[config.mk]
export PLATFORM = sky130hd
export DESIGN_NAME = pdm_cic_decimator
export DESIGN_NICKNAME = d
export VERILOG_FILES = /design/src/rtl/pdm_cic_decimator.sv
export SDC_FILE = /design/constraint.sdc
export NUM_CORES = 1
export LEC_CHECK = 0
export ABC_AREA = 1
export CAP_MARGIN = 10
export CORE_MARGIN = 2
export CORE_UTILIZATION = 40
export CTS_BUF_LIST = sky130_fd_sc_hd__clkbuf_8 sky130_fd_sc_hd__clkbuf_16
export CTS_CLUSTER_DIAMETER = 100
export DETAILED_ROUTE_END_ITERATION = 16
export PLACE_DENSITY = 0.52
export RECOVER_POWER = 25
export SYNTH_ARGS = -nofsm -noshare
export SYNTH_HDL_FRONTEND = slang
export SYNTH_SLANG_ARGS = --single-unit
[constraint.sdc]
create_clock -name clock -period 8.55 [get_ports clock]
set_input_delay 1.71 -clock clock [delete_from_list [all_inputs] [get_ports clock]]
set_output_delay 1.71 -clock clock [all_outputs]
set_load 0.02 [all_outputs]
[src/rtl/pdm_cic_decimator.sv]
// pdm_cic_decimator: PDM mic synchroniser + ORDER-stage CIC decimator.
// Macro PDM_CIC_ROUND_EN: round half-up with positive saturation.
module pdm_cic_decimator #(
  parameter int ORDER = 4,
  parameter int DECIM = 64,
  parameter int OUT_W = 16
) (
  input  logic             clock,
  input  logic             reset,
  input  logic             pdm,
  input  logic             pdm_clk,
  input  logic             enable,
  output logic [OUT_W-1:0] sample_data,
  output logic             sample_valid,
  input  logic             sample_ready,
  output logic             overrun,
  output logic [31:0]      sample_count
);

  localparam int ACC_W = ORDER * $clog2(DECIM) + 2;
  localparam int CNT_W = $clog2(DECIM);
  localparam int STG_W = (ORDER > 1) ? $clog2(ORDER) : 1;
  localparam int WRM_W = $clog2(ORDER + 1);
  localparam int SH    = ACC_W - OUT_W;

  typedef enum logic [1:0] {
    S_IDLE,
    S_COMB,
    S_OUT
  } state_t;

  logic [1:0]       pdm_sync;
  logic [2:0]       clk_sync;
  logic             strobe;
  logic             bit_in;
  logic [ACC_W-1:0] acc_in;
  logic [ACC_W-1:0] integ [ORDER];
  logic [ACC_W-1:0] dly   [ORDER];
  logic [ACC_W-1:0] work;
  logic [CNT_W-1:0] dec_cnt;
  logic             tick;
  state_t           state;
  logic [STG_W-1:0] stage;
  logic [WRM_W-1:0] warm;
  logic [OUT_W-1:0] pcm;
  logic             xfer;
  logic             warm_done;
  logic             out_live;

  // Two-flop synchronisers, third pdm_clk flop for rising-edge detect
  always_ff @(posedge clock) begin
    if (reset) begin
      pdm_sync <= '0;
      clk_sync <= '0;
    end else begin
      pdm_sync <= {pdm_sync[0], pdm};
      clk_sync <= {clk_sync[1:0], pdm_clk};
    end
  end

  assign strobe = clk_sync[1] & ~clk_sync[2];
  assign bit_in = pdm_sync[1];
  assign acc_in = bit_in ? ACC_W'(1) : '1;
  assign tick   = strobe && (dec_cnt == CNT_W'(DECIM - 1));

  // Integrator cascade, wraps modulo 2^ACC_W by design
  always_ff @(posedge clock) begin
    if (reset || !enable) begin
      for (int k = 0; k < ORDER; k++)
        integ[k] <= '0;
    end else if (strobe) begin
      integ[0] <= integ[0] + acc_in;
      for (int k = 1; k < ORDER; k++)
        integ[k] <= integ[k] + integ[k-1];
    end
  end

  // Decimation counter, natural power-of-two wrap
  always_ff @(posedge clock) begin
    if (reset || !enable)
      dec_cnt <= '0;
    else if (strobe)
      dec_cnt <= dec_cnt + CNT_W'(1);
  end

  // Comb FSM: latch, one comb stage per clock, then OUT
  always_ff @(posedge clock) begin
    if (reset || !enable) begin
      state <= S_IDLE;
      stage <= '0;
      work  <= '0;
      for (int k = 0; k < ORDER; k++)
        dly[k] <= '0;
    end else begin
      unique case (state)
        S_IDLE: begin
          if (tick) begin
            work  <= integ[ORDER-1];
            stage <= '0;
            state <= S_COMB;
          end
        end
        S_COMB: begin
          work       <= work - dly[stage];
          dly[stage] <= work;
          if (stage == STG_W'(ORDER - 1))
            state <= S_OUT;
          else
            stage <= stage + STG_W'(1);
        end
        S_OUT: begin
          state <= S_IDLE;
        end
        default: begin
          state <= S_IDLE;
        end
      endcase
    end
  end

`ifdef PDM_CIC_ROUND_EN
  localparam logic [ACC_W:0] RND = (ACC_W+1)'((2 ** SH) >> 1);

  logic [ACC_W:0] rnd_sum;

  // Round half-up; a positive carry into the sign saturates
  always_comb begin
    rnd_sum = {work[ACC_W-1], work} + RND;
    if (rnd_sum[ACC_W] != rnd_sum[ACC_W-1])
      pcm = {1'b0, {(OUT_W-1){1'b1}}};
    else
      pcm = rnd_sum[ACC_W-1:SH];
  end
`else
  assign pcm = work[ACC_W-1:SH];
`endif

  assign xfer      = sample_valid & sample_ready;
  assign warm_done = (warm == WRM_W'(ORDER));
  assign out_live  = (state == S_OUT) && warm_done;

  // Warm-up discard, output register, handshake, overrun, count
  always_ff @(posedge clock) begin
    if (reset) begin
      sample_data  <= '0;
      sample_valid <= 1'b0;
      overrun      <= 1'b0;
      sample_count <= '0;
      warm         <= '0;
    end else if (!enable) begin
      sample_valid <= 1'b0;
      overrun      <= 1'b0;
      warm         <= '0;
    end else begin
      if ((state == S_OUT) && !warm_done)
        warm <= warm + WRM_W'(1);
      if (xfer) begin
        sample_count <= sample_count + 32'd1;
        sample_valid <= 1'b0;
      end
      if (out_live) begin
        if (!sample_valid || xfer) begin
          sample_data  <= pcm;
          sample_valid <= 1'b1;
        end else begin
          overrun <= 1'b1;
        end
      end
    end
  end

endmodule
---- Yosys cells after proc, flatten, opt, wreduce, memory -nomap -nowiden ----
Memory sizes are Yosys's and may differ from the RTL's. A register that Yosys moved wholly into a read port is not among the register bits.
Index checks and enable logic that the tools add are counted.
word-level totals
  register bits ........................... 94
  RAM bits ................................ 208
  bits of input ports ..................... 6
  output and inout bits ................... 50
  logic and storage cells ................. 86
  memories kept ........................... 2
operators by class
  add/sub/neg operators ................... 9
  equal/unequal tests ..................... 8
  multiplexer cells ....................... 29
  bitwise operators ....................... 9
  reduce and logical (&&, ||, !) cells .... 18
memories
  memory  depth  width  rd ports  clocked after Yosys merged registers in  wr ports  RTL line  text
  dly     4      26     1         1                                        4         38        logic [ACC_W-1:0] dly [ORDER];
  integ   4      26     4         0                                        4         37        logic [ACC_W-1:0] integ [ORDER];
operator list
  operator                                       count
  two-way mux 26 bit                             7
  adder 26 bit                                   4
  case mux 26 bit (2 select lines)               1
  adder 32 x 1 -> 32 bit, second input constant  1
  OR reduction 26 bit                            1
  subtractor 26 bit                              1
  two-way mux 2 bit                              7
  two-way mux 1 bit                              12
  case mux 2 bit (2 select lines)                2
  AND reduction 2 bit                            4
  adder 6 x 1 -> 6 bit, second input constant    1
  == test 6 bit, second input constant           1
  inequality test 2 bit, second input constant   3
  AND reduction 3 bit                            2
  == test 2 bit, second input constant           2
  bitwise OR 1 bit                               4
  adder 3 x 1 -> 3 bit, second input constant    1
  == test 3 bit, second input constant           1
  logical AND 1 bit                              3
  logical NOT 1 bit                              3
  inverter 1 bit                                 3
  adder 2 x 1 -> 2 bit, second input constant    1
  AND 1 bit                                      2
  == test 2 x 1 -> 1 bit, second input constant  1
  other kinds (4)                                5

---- Logic depth before layout (Yosys ltp) ----
Gate-level depths: netlist of run 1.
  depth after elaboration ................. 7
  gate-level depth with buffers ........... 19
  gate-level depth less buffers ........... 17

---- Least setup slack after synthesis of run 1 ----
No wires, ideal clock.
  path kind ............................... input to register
  start ................................... in reset
  end ..................................... mem integ[0][0] (netlist name), enable pin
  setup time .............................. 0.965 ns
  arrival time ............................ 3.776 ns
  data required time ...................... 7.585 ns
  path slack .............................. 3.809 ns
  stages on the path ...................... 3
  path buffers ............................ 1
  cell sequence ........................... buf_2 -> nor2_4 -> nand2_1
RTL lines
  item                RTL line  text
  start: declaration  9         input logic reset,
  end: declaration    37

==> reports/qor.yml, run 1 <==
rr_endpoint: "work[14]"
setup_tns_ns: 0
wl_per_cell_um: 16.77
slowest_delay_ns: 1.37
port-buffer-count: 55
wirelength_mm: 55.29
crit_chain: "dlygate4sd3_1 -> clkbuf_1 -> nor2_1 -> inv_1 -> nor2_4 -> buf_4 -> inv_1 -> nor3b_1"
start_util: 0.4027
min_path_type: "flip-flop to flip-flop"
dr.pass1.iters: 5
fp-row-count: 81
cp.arrival_ns: 6.36
globalRouteOverflowTotal: 0
syn-num-nets: 2735
cts_setup_buffers: 0
htree_levels: 2
cts_made_buffers: 38
syn_inst: 2593
r2r_slack_ns: 4.64
critPathTopFamily: "buffers and inverters"
place_congestion: 0.8829
yosysWarnings: 0
cts-root-buf: "clkbuf_16"
crit_path_top_delay_cell: "nor2_1"
critical_path_buf_inv_count: 5
coreArea_sq_um: 48550
drive_above_1_share: 0.03664
final-setup-viol-count: 0
post-dp-hpwl_mm: 40.92
synth-edff-count: 208
area_growth_pct: 12.60
final.period_utilization: 0.7009
grt_first_pass_wirelength_mm: 88.55
period_needed_ns: 5.992
cts_hold_buffers: 0
die-area_sq_um: 50660
critical_path_depth: 8
synthTopCellsByArea: "edfxtp_1 32%, nand2_1 12%, dfxtp_1 9.8%"
initialDrtViolationCount: 1087
placed_area_sq_um: 20810
synthArstFlopShare: 0
antennaDiodeCount: 0
antenna_found_initial: 0
design_area_sq_um: 22010
p_per_area_nw_per_um2: 167.0
path_clk_slew_ns: 0.06
crit_path_end_kind: "flip-flop"
leakage_nw: 9.251
worst_path_most_repeated_cell: "inv_1"
worst_slew_pin_slew_ns: 1.910
grt_pass1_vias: 17180
slew_headroom: -0.2737
synth_area_leader_cell: "edfxtp_1"
hold_viol_final: 0
syn-cell-area_sq_um: 19550
cp-start-kind: "input pin"
die_height_um: 225.1
num_io_pins: 56
yosysUniqueCellTypes: 48
antenna_left: 0
nets: 2787
synth-seq-cells: 304
clock_sinks: 304
yosysTopAreaCellShare: 0.3195
clock_latency_ns: 0.58
hold_path_depth: 2
cp.required_ns: 8.92
critPathKind: "input pin to flip-flop"
synthFlopType: "edfxtp_1"
fmax_mhz: 166.9
failed_checks: "max-capacitance violations, max-slew violations"
status: "complete, but fails checks"
fp.dieW_um: 225.1
clockBufferDepth: 3
finClkSkew_ns: 0.02614
vdd_drop_max_v: 0.0001205
cts_tree: "built"
cts_resized: 0
final_max_slew_viol_count: 45
ys_seq_area_frac: 0.4178
grt_usage: 0.2209
cap_viol_max_count: 3
worstRegToRegCells: 16
min_from: "clk_sync[0]"
vias: 17210
whs_endpoint: "clk_sync[1]"
grt_max_degree: 84
avgSynthCellArea_sq_um: 7.540
vias_per_cell: 5.220
drc: 0
cp_max_fo: 83
rsz0062_at_grt: "false"
==> sequential cells by signal, summed over array words and instances, names as in the netlist, named ones only <==
name	cells
clk_sync	3
overrun	1
state	2
integ	104
sample_count	32
dly	104
pdm_sync	2
sample_valid	1
dec_cnt	6
warm	3
work	26
sample_data	16
stage	2
==> area by class of cell <==
type | count | area (sq um)
fill | 4924 | 26530
multi-input combinational | 1933 | 10030
sequential | 304 | 8169
inverter | 297 | 1115
clock buffer | 45 | 1070
tap | 622 | 778.2
timing repair buffer | 71 | 659.4
clock inverter | 25 | 195.2
==> where the power goes <==
group	internal (mW)	total (mW)	switching (mW)	leakage [nW]
registers	1.62	1.65	0.0338	3.10
logic	0.123	0.404	0.281	5.49
clock network	0.932	1.62	0.686	0.664
==> worst max-delay path by stage <==
| stage | end | slack (ns) | start |
|---|---|---|---|
| after floorplan | integ[0][0] | 3.81 | reset |
| after global placement | integ[3][9] | 3.34 | reset |
| after detailed placement | integ[1][2] | 3.31 | reset |
| after CTS | integ[1][2] | 3.88 | reset |
| after global routing | integ[1][5] | 2.11 | reset |
| final | integ[1][2] | 2.56 | reset |
==> cell families (layout without fill, tap and decap cells) <==
family                   after synthesis  in the layout  share of synthesized area
adder cells (fa/ha/maj)              136            136                    0.08896
AND/OR/NAND/NOR                     1233           1233                     0.2601
XOR/XNOR                              22             22                   0.009856
flip-flops                           304            304                     0.4178
buffers and inverters                356            438                    0.06950
AO/OA/AOI/OAI                        542            542                     0.1538
==> metrics by stage <==
step                      power, mW  setup slack [ns]  std cells  utilization  hold WS [ns]
after floorplan               1.966             3.809       2593            -        0.3883
after global placement        2.086             3.344       3227       0.4286        0.4006
after detailed placement      2.089             3.310       3227       0.4286        0.3980
after CTS                     3.717             3.881       3297       0.4546        0.4063
after global routing          3.832             2.113       3297       0.4535        0.4278
final                         3.677             2.558       3297       0.4535        0.4058
==> cell usage in the layout, fill, tap and decap left out, types with 5 or more instances in the layout <==
cell type        count
inv_1              300
clkinv_2             7
o21bai_1            18
o211ai_1             6
clkbuf_8             5
edfxtp_1           208
o21a_1              20
a32o_1              23
nor4_1               5
ha_1               131
clkinv_1             5
buf_4               13
a21oi_1            289
nor3b_1              6
xor2_1              12
nand2_1            632
fa_1                 5
a21o_1               9
nand4_1             34
nor2_1             380
dfxtp_1             95
dlygate4sd3_1       19
clkbuf_16           40
o21ai_0            157
clkdlybuf4s50_1     36
xnor2_1             10
nor3_1              48
nand3_1             98
==> cells in the mapped netlist (4+ instances only) <==
| master | number |
|---|---|
| a32o_1 | 23 |
| nor2_1 | 377 |
| xnor2_1 | 10 |
| nor3b_1 | 6 |
| nand3b_1 | 4 |
| nand4_1 | 34 |
| clkinv_1 | 4 |
| ha_1 | 131 |
| clkbuf_1 | 38 |
| edfxtp_1 | 208 |
| dfxtp_1 | 96 |
| nand3_1 | 97 |
| buf_2 | 18 |
| a21boi_0 | 4 |
| o21a_1 | 20 |
| nor2_4 | 4 |
| nand2_2 | 5 |
| o211ai_1 | 6 |
| o21ai_0 | 157 |
| nor2_2 | 6 |
| inv_1 | 290 |
| a21o_1 | 9 |
| nand2_1 | 632 |
| a21oi_1 | 289 |
| nor3_1 | 47 |
| fa_1 | 5 |
| and3_1 | 4 |
| nor4_1 | 5 |
| xor2_1 | 12 |
| o21bai_1 | 18 |
==> tightest hold or removal path, stage by stage (launching register included) <==
cell and delay, ns:
dfxtp_1 0.29, inv_1 0.04, nor2_1 0.03
==> layer usage <==
layer / wire [um] / share of wire / vias up / GRT usage
met5: 0 / 0 / - / 0
met4: 2730 / 0.049 / 0 / 0.1013
met3: 1804 / 0.033 / 139 / 0.03155
met2: 26640 / 0.48 / 281 / 0.3872
met1: 24120 / 0.44 / 7947 / 0.2679
li1: - / - / 8842 / -
Note: power is estimated with default switching activity, not from simulation.
==> run 2, diff against run 1 <==
- PLACE_DENSITY: 0.52 -> 0.54
- clock period: 8.55 -> 4.9 ns (I/O delays scaled with it)
==> run 2 against run 1 <==
Against the previous run: the flow still finishes with violations (max-capacitance violations, max-slew violations); non-clock buffer count up 4; critical path depth up 7; sequential cell count unchanged; combinational power up 75%; cell area up 0.27%; via count up 0.67%; register-to-register slack worse by 3.3 ns; wire length up 2.5%; largest power group unchanged.
==> reports/qor.yml, run 2 (same netlist as run 1, synthesis figures left out) <==
status: "complete, but fails checks"  # unchanged
failed_checks: "max-capacitance violations, max-slew violations"  # unchanged
num_io_pins: 56  # unchanged
final.period_utilization: 0.7323
grt_max_degree: 83  # was 84
grt_pass1_vias: 17210  # was 17180
htree_levels: 2  # unchanged
slowest_delay_ns: 0.61  # was 1.37 ns
fp-row-count: 81  # unchanged
clock_sinks: 304  # unchanged
drc: 0  # unchanged
r2r_slack_ns: 1.31  # was 4.64 ns
nets: 2790  # was 2787
wirelength_mm: 56.69  # was 55.29 mm
rsz0062_at_grt: "false"  # unchanged
antenna_found_initial: 0  # unchanged
critical_path_buf_inv_count: 2  # was 5
layout_common_cells: "631 x nand2_1, 376 x nor2_1, 301 x inv_1"  # was 632 x nand2_1, 380 x nor2_1, 300 x inv_1
post-dp-hpwl_mm: 42.04  # was 40.92 mm
wl_per_cell_um: 17.20  # was 16.77 um
coreArea_sq_um: 48550  # unchanged
fp.dieW_um: 225.1  # unchanged
crit_path_end_kind: "flip-flop"  # unchanged
grt_first_pass_wirelength_mm: 89.83  # was 88.55 mm
globalRouteOverflowTotal: 0  # unchanged
cts_made_buffers: 37  # was 38
worst_path_most_repeated_cell: "nand3_1"  # was inv_1
p_clk_frac: 0.436  # was 0.440
cp.arrival_ns: 3.95  # was 6.36 ns
finClkSkew_ns: 0.02733  # was 0.02614 ns
slew_headroom: -0.5390  # was -0.2737
period_needed_ns: 3.588
crit_path_top_delay_cell: "clkinv_1"  # was nor2_1
place_congestion: 0.9303  # was 0.8829
min_path_type: "flip-flop to flip-flop"  # unchanged
critPathTopFamily: "compound AO/OA/AOI/OAI gates"  # was buffers and inverters
start_util: 0.4027  # unchanged
swShare: 0.2665  # was 0.2724
area_growth_pct: 12.90  # was 12.60%
cts_tree: "built"  # unchanged
cp.required_ns: 5.26  # was 8.92 ns
fmax_mhz: 278.7
cts_setup_buffers: 0  # unchanged
clock_latency_ns: 0.57  # was 0.58 ns
antenna_left: 0  # unchanged
pre_cts_ws_ns: 1.165  # was 3.310 ns
clockBufferDepth: 3  # unchanged
vias_per_cell: 5.254  # was 5.220
final-setup-viol-count: 0  # unchanged
grt_usage: 0.2249  # was 0.2209
hold_viol_final: 0  # unchanged
power_mw: 6.383  # was 3.677 mW
p_per_area_nw_per_um2: 289.2  # was 167.0 nW/um^2
port-buffer-count: 55  # unchanged
leakage_nw: 9.229  # was 9.251 nW
critPathKind: "flip-flop to flip-flop"  # was input pin to flip-flop
power_frac_seq: 0.452  # was 0.450
vdd_drop_max_v: 0.0001927  # was 0.0001205 V
pwr-share-comb: 0.111  # was 0.110
cap_viol_max_count: 4  # was 3
cts-root-buf: "clkbuf_16"  # unchanged
layout_commonest_cell: "nand2_1"  # unchanged
path_clk_slew_ns: 0.06  # about the same
dr.pass1.iters: 7  # was 5
cts_hold_buffers: 0  # unchanged
initialDrtViolationCount: 1010  # was 1087
internal-power_mw: 4.682  # was 2.676 mW
reg.largest.list: "dly (104), integ (104), sample_count (32)"  # unchanged
final_cell_count_no_fill: 3297  # unchanged
crit_chain: "clkinv_1 -> o21ai_0 -> o22ai_1 -> ha_1 -> fa_1 -> inv_1 -> nand3_1 -> nand3_1 -> nand2_1 -> nand2_1 -> nand3_1 -> nand3_1 -> nand2_1 -> o21ai_0 -> a21oi_1"  # was dlygate4sd3_1 -> clkbuf_1 -> nor2_1 -> inv_1 -> nor2_4 -> buf_4 -> inv_1 -> nor3b_1
worst_slew_pin_slew_ns: 2.284  # was 1.910 ns
placedCellCount: 3231  # was 3227
cts_resized: 0  # unchanged
setup_tns_ns: 0  # unchanged
vias: 17320  # was 17210
die_height_um: 225.1  # unchanged
antennaDiodeCount: 0  # unchanged
final_max_slew_viol_count: 94  # was 45
cp_max_fo: 17  # was 83
cp-start-kind: "flip-flop"  # was input pin
worst_slack_ns: 1.312  # was 2.558 ns
drive_above_1_share: 0.03776  # was 0.03664
die-area_sq_um: 50660  # unchanged
switching_power_mw: 1.701  # was 1.002 mW
## run 2: cell types whose count changed in the layout (fill, tap and decap cells not counted), moves of 2 or more
cell | previous run | this run
clkinv_2 | 7 | 4
buf_12 | 0 | 3
nor2_2 | 3 | 6
nor2_1 | 380 | 376
clkdlybuf4s50_1 | 36 | 52
dlygate4sd3_1 | 19 | 3
inv_6 | 2 | 0
clkbuf_8 | 5 | 7
## run 2: layer usage
metal  global-route usage  wire [um]  part of all wire  vias to the layer above
li1                     -          -                 -                     8862
met1               0.2686      24560              0.43                     8076
met5                    0          0                 0                        -
met3              0.02816       1748             0.031                       80
met4              0.07007       1600             0.028                        0
met2               0.4177      28780              0.51                      306
## run 2: path summary, 6_finish.rpt
check / cells after the start / endpoint / start
setup / recovery: 15 / work[14] / flip-flop
hold / removal: 2 / clk_sync[1] / clk_sync[0]
setup reg to reg: 15 / work[14] / flip-flop
hold reg to reg: 2 / clk_sync[1] / clk_sync[0]
## run 2: power groups by stage
stage          sequential, mW  combinational (mW)  clock (mW)
6_report                 2.89               0.709        2.79
5_1_grt                  2.90               0.806        2.93
4_1_cts                  2.89               0.709        2.84
3_5_place_dp             2.94               0.705           0
3_3_place_gp             2.94               0.700           0
2_1_floorplan            2.92               0.514           0
## run 2: final cells by class
cell class | instances | area (sq um)
inverters | 297 | 1115
multi-input cells | 1933 | 10060
flip-flops and latches | 304 | 8168
clock buffers | 47 | 1097
fillers | 4928 | 26470
repair buffers | 75 | 723.2
well taps | 622 | 778.2
clock inverters | 19 | 135.1
## run 2: worst register-to-register path, delay by kind of cell (launching register included)
| kind | cells | cell delay, ns |
|---|---|---|
| and+or+nand+nor | 7 | 0.74 |
| buffers and inverters | 2 | 0.74 |
| AOI/OAI and AO/OA | 4 | 0.93 |
| DFF | 1 | 0.40 |
| adders and majority gates | 2 | 0.59 |
## run 2: through the flow
stage                     hold WS (ns)  cell area [sq um]  utilization
after floorplan                 0.3883              19550            -
after global placement          0.3973              20870       0.4300
after detailed placement        0.3987              20870       0.4300
after CTS                       0.4068              22110       0.4553
after global routing            0.4338              22070       0.4547
final                           0.4016              22070       0.4547
